**config.mk**
```make
export PLATFORM = sky130hd
export DESIGN_NAME = sprite_renderer
export DESIGN_NICKNAME = d
export VERILOG_FILES = /design/src/rtl/sprite_renderer.sv
export SDC_FILE = /design/constraint.sdc
export NUM_CORES = 1
export LEC_CHECK = 0
export BUFFER_PORTS_ARGS = -buffer_cell sky130_fd_sc_hd__clkbuf_2
export CAP_MARGIN = 15
export CORE_ASPECT_RATIO = 1.4
export CORE_MARGIN = 2
export CORE_UTILIZATION = 45
export DETAILED_ROUTE_END_ITERATION = 10
export GPL_TIMING_DRIVEN = 0
export PLACE_DENSITY_LB_ADDON = 0.05
export REMOVE_ABC_BUFFERS = 1
export SYNTH_ARGS = -nofsm -noshare
export SYNTH_HDL_FRONTEND = slang
export SYNTH_SLANG_ARGS = --single-unit
export TNS_END_PERCENT = 10
```
**constraint.sdc**
```tcl
create_clock -name clk -period 2.4 [get_ports clk]
set_input_delay 0.24 -clock clk [delete_from_list [all_inputs] [get_ports clk]]
set_output_delay 0.24 -clock clk [all_outputs]
set_load 0.1 [all_outputs]
```
**src/rtl/sprite_renderer.sv**
```systemverilog
// Monochrome sprite line renderer: fetches one ROM row per scanline in hblank, then streams it as pixels.
// Optional build macro SPRITE_RENDERER_HMIRROR_EN adds an hmirror input for LSB-first (mirrored) drawing.
module sprite_renderer #(
  parameter int SPRITE_W = 8,
  parameter int SPRITE_H = 16,
  parameter int ADDR_W   = 4
) (
  input  logic                clk,
  input  logic                reset,
  input  logic                vstart,
  input  logic                load,
  input  logic                hstart,
`ifdef SPRITE_RENDERER_HMIRROR_EN
  input  logic                hmirror,
`endif
  output logic                rom_req,
  output logic [ADDR_W-1:0]   rom_addr,
  input  logic                rom_ack,
  input  logic [SPRITE_W-1:0] rom_bits,
  output logic                gfx,
  output logic                in_progress
);

  localparam int XW = (SPRITE_W > 1) ? $clog2(SPRITE_W) : 1;

  typedef enum logic [2:0] {
    IDLE        = 3'd0,
    WAIT_LOAD   = 3'd1,
    LOAD_REQ    = 3'd2,
    WAIT_HSTART = 3'd3,
    DRAW        = 3'd4
  } state_e;

  state_e              state_q, state_d;
  logic [ADDR_W-1:0]   ycount_q, ycount_d;
  logic [XW-1:0]       xcount_q, xcount_d;
  logic [SPRITE_W-1:0] row_q, row_d;
  logic                rom_req_q, rom_req_d;
  logic [ADDR_W-1:0]   rom_addr_q, rom_addr_d;
  logic                gfx_q, gfx_d;
  logic                in_progress_q, in_progress_d;
  logic                mirror_q, mirror_d;
  logic                mirror_in;

`ifdef SPRITE_RENDERER_HMIRROR_EN
  assign mirror_in = hmirror;
`else
  assign mirror_in = 1'b0;
`endif

  function automatic logic pix_sel(input logic [SPRITE_W-1:0] row,
                                   input logic [XW-1:0]       idx,
                                   input logic                mir);
    logic [XW-1:0] rev;
    rev = XW'(SPRITE_W - 1) - idx;
    if (mir) begin
      pix_sel = row[idx];
    end else begin
      pix_sel = row[rev];
    end
  endfunction

  // Next-state and next-output logic; gfx is precomputed one cycle ahead so it leaves a flop.
  always_comb begin
    state_d    = state_q;
    ycount_d   = ycount_q;
    xcount_d   = xcount_q;
    row_d      = row_q;
    rom_req_d  = rom_req_q;
    rom_addr_d = rom_addr_q;
    gfx_d      = 1'b0;
    mirror_d   = mirror_q;
    if (vstart) begin
      // Frame resync wins over every other strobe, in any state.
      ycount_d  = '0;
      rom_req_d = 1'b0;
      state_d   = WAIT_LOAD;
    end else begin
      case (state_q)
        IDLE: begin
          state_d = IDLE;
        end
        WAIT_LOAD: begin
          if (load) begin
            rom_req_d  = 1'b1;
            rom_addr_d = ycount_q;
            state_d    = LOAD_REQ;
          end else begin
            state_d = WAIT_LOAD;
          end
        end
        LOAD_REQ: begin
          if (rom_ack) begin
            row_d     = rom_bits;
            rom_req_d = 1'b0;
            state_d   = WAIT_HSTART;
          end else begin
            state_d = LOAD_REQ;
          end
        end
        WAIT_HSTART: begin
          if (hstart) begin
            xcount_d = '0;
            mirror_d = mirror_in;
            gfx_d    = pix_sel(row_q, XW'(0), mirror_in);
            state_d  = DRAW;
          end else begin
            state_d = WAIT_HSTART;
          end
        end
        DRAW: begin
          if (xcount_q == XW'(SPRITE_W - 1)) begin
            if (ycount_q == ADDR_W'(SPRITE_H - 1)) begin
              ycount_d = '0;
              state_d  = IDLE;
            end else begin
              ycount_d = ycount_q + ADDR_W'(1);
              state_d  = WAIT_LOAD;
            end
          end else begin
            xcount_d = xcount_q + XW'(1);
            gfx_d    = pix_sel(row_q, xcount_q + XW'(1), mirror_q);
            state_d  = DRAW;
          end
        end
        default: begin
          rom_req_d = 1'b0;
          state_d   = IDLE;
        end
      endcase
    end
    in_progress_d = (state_d != IDLE);
  end

  // State and output registers with asynchronous active-low reset.
  always_ff @(posedge clk or negedge reset) begin
    if (!reset) begin
      state_q       <= IDLE;
      ycount_q      <= '0;
      xcount_q      <= '0;
      row_q         <= '0;
      rom_req_q     <= 1'b0;
      rom_addr_q    <= '0;
      gfx_q         <= 1'b0;
      in_progress_q <= 1'b0;
      mirror_q      <= 1'b0;
    end else begin
      state_q       <= state_d;
      ycount_q      <= ycount_d;
      xcount_q      <= xcount_d;
      row_q         <= row_d;
      rom_req_q     <= rom_req_d;
      rom_addr_q    <= rom_addr_d;
      gfx_q         <= gfx_d;
      in_progress_q <= in_progress_d;
      mirror_q      <= mirror_d;
    end
  end

  assign rom_req     = rom_req_q;
  assign rom_addr    = rom_addr_q;
  assign gfx         = gfx_q;
  assign in_progress = in_progress_q;

endmodule

```
==> metrics <==
synth top area cells=dfrtp_1, mux2_2, ha_1; first-pass GRT wire length=3760 um; post-route ant nets=0; CTS Buffer Depth=2; Async SR Flop Fraction=100.0%; RSZ-0062 raised after global routing=no; adder-cell share of the synthesized area=3.018%; largest net degree at the start of global routing=26; setup TNS=0 ns; PortBufs=20; post-route minimum period=1.892 ns; GRT overflow=0; Post-Synth Simple-Gate Area=19.01%; most common cell in the netlist=dfrtp_1; worst min path class=in -> reg; fin crit share=78.84%; GRT Total Usage=15.64%; Max-slew headroom=58.96%; outcome=complete, no violations; Yosys top cell area share=50.30%; Area growth syn-to-layout=12.07%; Die W=48.43 um; Initial Util=47.56%; sequential-to-total area share from yosys stat=50.30%; number of global-route vias before repair=842; Critical Path RT=2.63 ns; post-cts resize count=0; Synth Cell Area=1244 um^2; Fmax=528.5 MHz; routed len/inst=13.57 um; core area=2615 um^2; flops & latches, synth=25; initial antenna violation count=0; total clock buffers created by CTS=3; Crit. End Element=flop; CTS tree=yes; flop2flop setup slack=0.51 ns; nets@finish=141; PnR Total Power=0.9200 mW; Leakage Power=0.6598 nW; clk slew on worst S/H paths=0.14 ns; mux contribution to synthesized area=16.30%; Avg Inst Size Synth=12.07 um^2; H-Tree Depth=1; gpl congestion=0.8312; Clock Tree Root=clkbuf_4; final HPWL from detailed placement=1609 um; xor/xnor share of the synthesized area=0.7042%; PD cells=660.0 nW/um^2; critical path class=reg -> reg; I/O pin total=21; CTS Hold Bufs=1; vias per cell=5.239; Ys Warns=0; row count=22; Startpoint Class=flop; Worst-Skew Late Latency=0.32 ns; post-synth cell types=37; ys flop type=dfrtp_1; Peak VDD IR=0.0004717 V; layout cells sized above 1=38.21%; clk_skew=0.003514 ns; Gate Count Post-Synth=103; Compound-Gate Fraction of Synth Area=6.942%; Post-CTS Setup Bufs=0; crit path DAT=2.12 ns; clk sinks=25; largest area contributor in the netlist=dfrtp_1; drt total wl=2157 um; DRT iter0 DRCs=8; drt pass-1 iters=4; DIE AREA=3206 um^2; largest family of logic cells by synthesized area=simple AND/OR/NAND/NOR gates; drt drc=0; number of diodes=0; max-cap violations=0; Worst-Margin Slew=0.6156 ns; Post-synth top cells=dfrtp_1, mux2_2, nand2_1; # setup viols final=0; max-slew violations=0; EDFF count, synth=0; Fill cells=234; Fin. Hold Viols=0; CP Max Fanout=7; DR vias=833; Die Y=66.21 um
per-stage QoR:
step / instance area, um^2 / setup slack [ns] / util, % / hold WS, ns / instances
floorplan: 1209 / 0.6591 / - / -0.05559 / 98
global placement: 1354 / 0.5025 / 51.77 / 0.2783 / 154
detailed placement: 1354 / 0.5061 / 51.77 / 0.2848 / 154
CTS: 1394 / 0.4981 / 53.30 / 0.1218 / 159
global route: 1394 / 0.3866 / 53.30 / 0.09265 / 159
finish: 1394 / 0.5078 / 53.30 / 0.1305 / 159
final timing paths:
| kind | startpoint | endpoint | cells after the start |
|---|---|---|---|
| max reg2reg | xcount_q[0] | xcount_q[0] | 5 |
| min | rom_bits[0] | row_q[0] | 2 |
| max | xcount_q[0] | xcount_q[0] | 5 |
| max in group asynchronous | reset | xcount_q[0] | 2 |
| min reg2reg | row_q[0] | row_q[0] | 1 |
| min in group asynchronous | reset | ycount_q[0] | 2 |
cell type report:
class	instances	area (um^2)	share of cell area, %
flip-flops and latches	25	625.6	44.88
multi-input cells	70	571.8	41.02
repair buffers	21	110.1	7.899
well taps	36	45.04	3.232
clock buffers	3	22.52	1.616
inverters	3	11.26	0.8079
clock inverters	1	7.507	0.5386
registers in the layout, summed over array words and instances (netlist names):
name and cells:
gfx 1, rom_addr 4, state_q 3, xcount_q 3
rom_req 1, row_q 8, ycount_q 4, in_progress 1
placed cells by master (no fill, tap or decap):
cell type	n
a21oi_4	1
nor4_1	1
nand2b_2	1
mux4_2	1
or2_2	1
dlygate4sd3_1	1
and3_1	1
inv_1	3
clkbuf_2	20
and4b_2	1
a31o_2	2
o21ai_0	2
nand3_1	3
dfrtp_1	25
mux2_2	12
nor3b_1	1
and3b_1	1
a21oi_1	5
nor2_1	4
mux2i_1	3
nor3_1	2
nor2b_1	2
xor2_1	1
nand2_1	7
nand4b_1	1
ha_1	3
clkinvlp_4	1
mux2_4	1
nand2b_1	1
or3_1	3
or4_1	1
nor3b_4	1
nand2_4	1
o221ai_1	1
or3b_2	1
clkbuf_4	3
nand3b_1	3
a2111oi_0	1
metal layers:
layer | track usage [%] | up-vias | part of all wire [%]
li1 | - | 412 | -
met1 | 17.90 | 399 | 43
met2 | 27.26 | 18 | 53
met3 | 3.620 | 4 | 3.0
met4 | 8.214 | 0 | 1.4
met5 | 0 | - | 0
power breakdown:
part           total [mW]  internal (mW)  switching (mW)
sequential          0.524          0.481          0.0423
clock               0.198         0.0638           0.134
combinational       0.198         0.0961           0.102
worst max-delay path, stage by stage (launching register included):
cell	delay, ns
dfrtp_1	0.50
ha_1	0.24
ha_1	0.26
nand2b_2	0.23
a21oi_4	0.24
mux2_4	0.32
kinds of logic (layout without fill, tap and decap cells):
logic type | after synthesis | count (layout)
adders and majority gates | 3 | 3
muxes | 17 | 17
and+or+nand+nor | 37 | 37
buffers and inverters | 8 | 28
xor gates and xnor gates | 1 | 1
DFF | 25 | 25
AOI/OAI and AO/OA | 12 | 12
No activity file was read; power rests on OpenSTA's default activity.
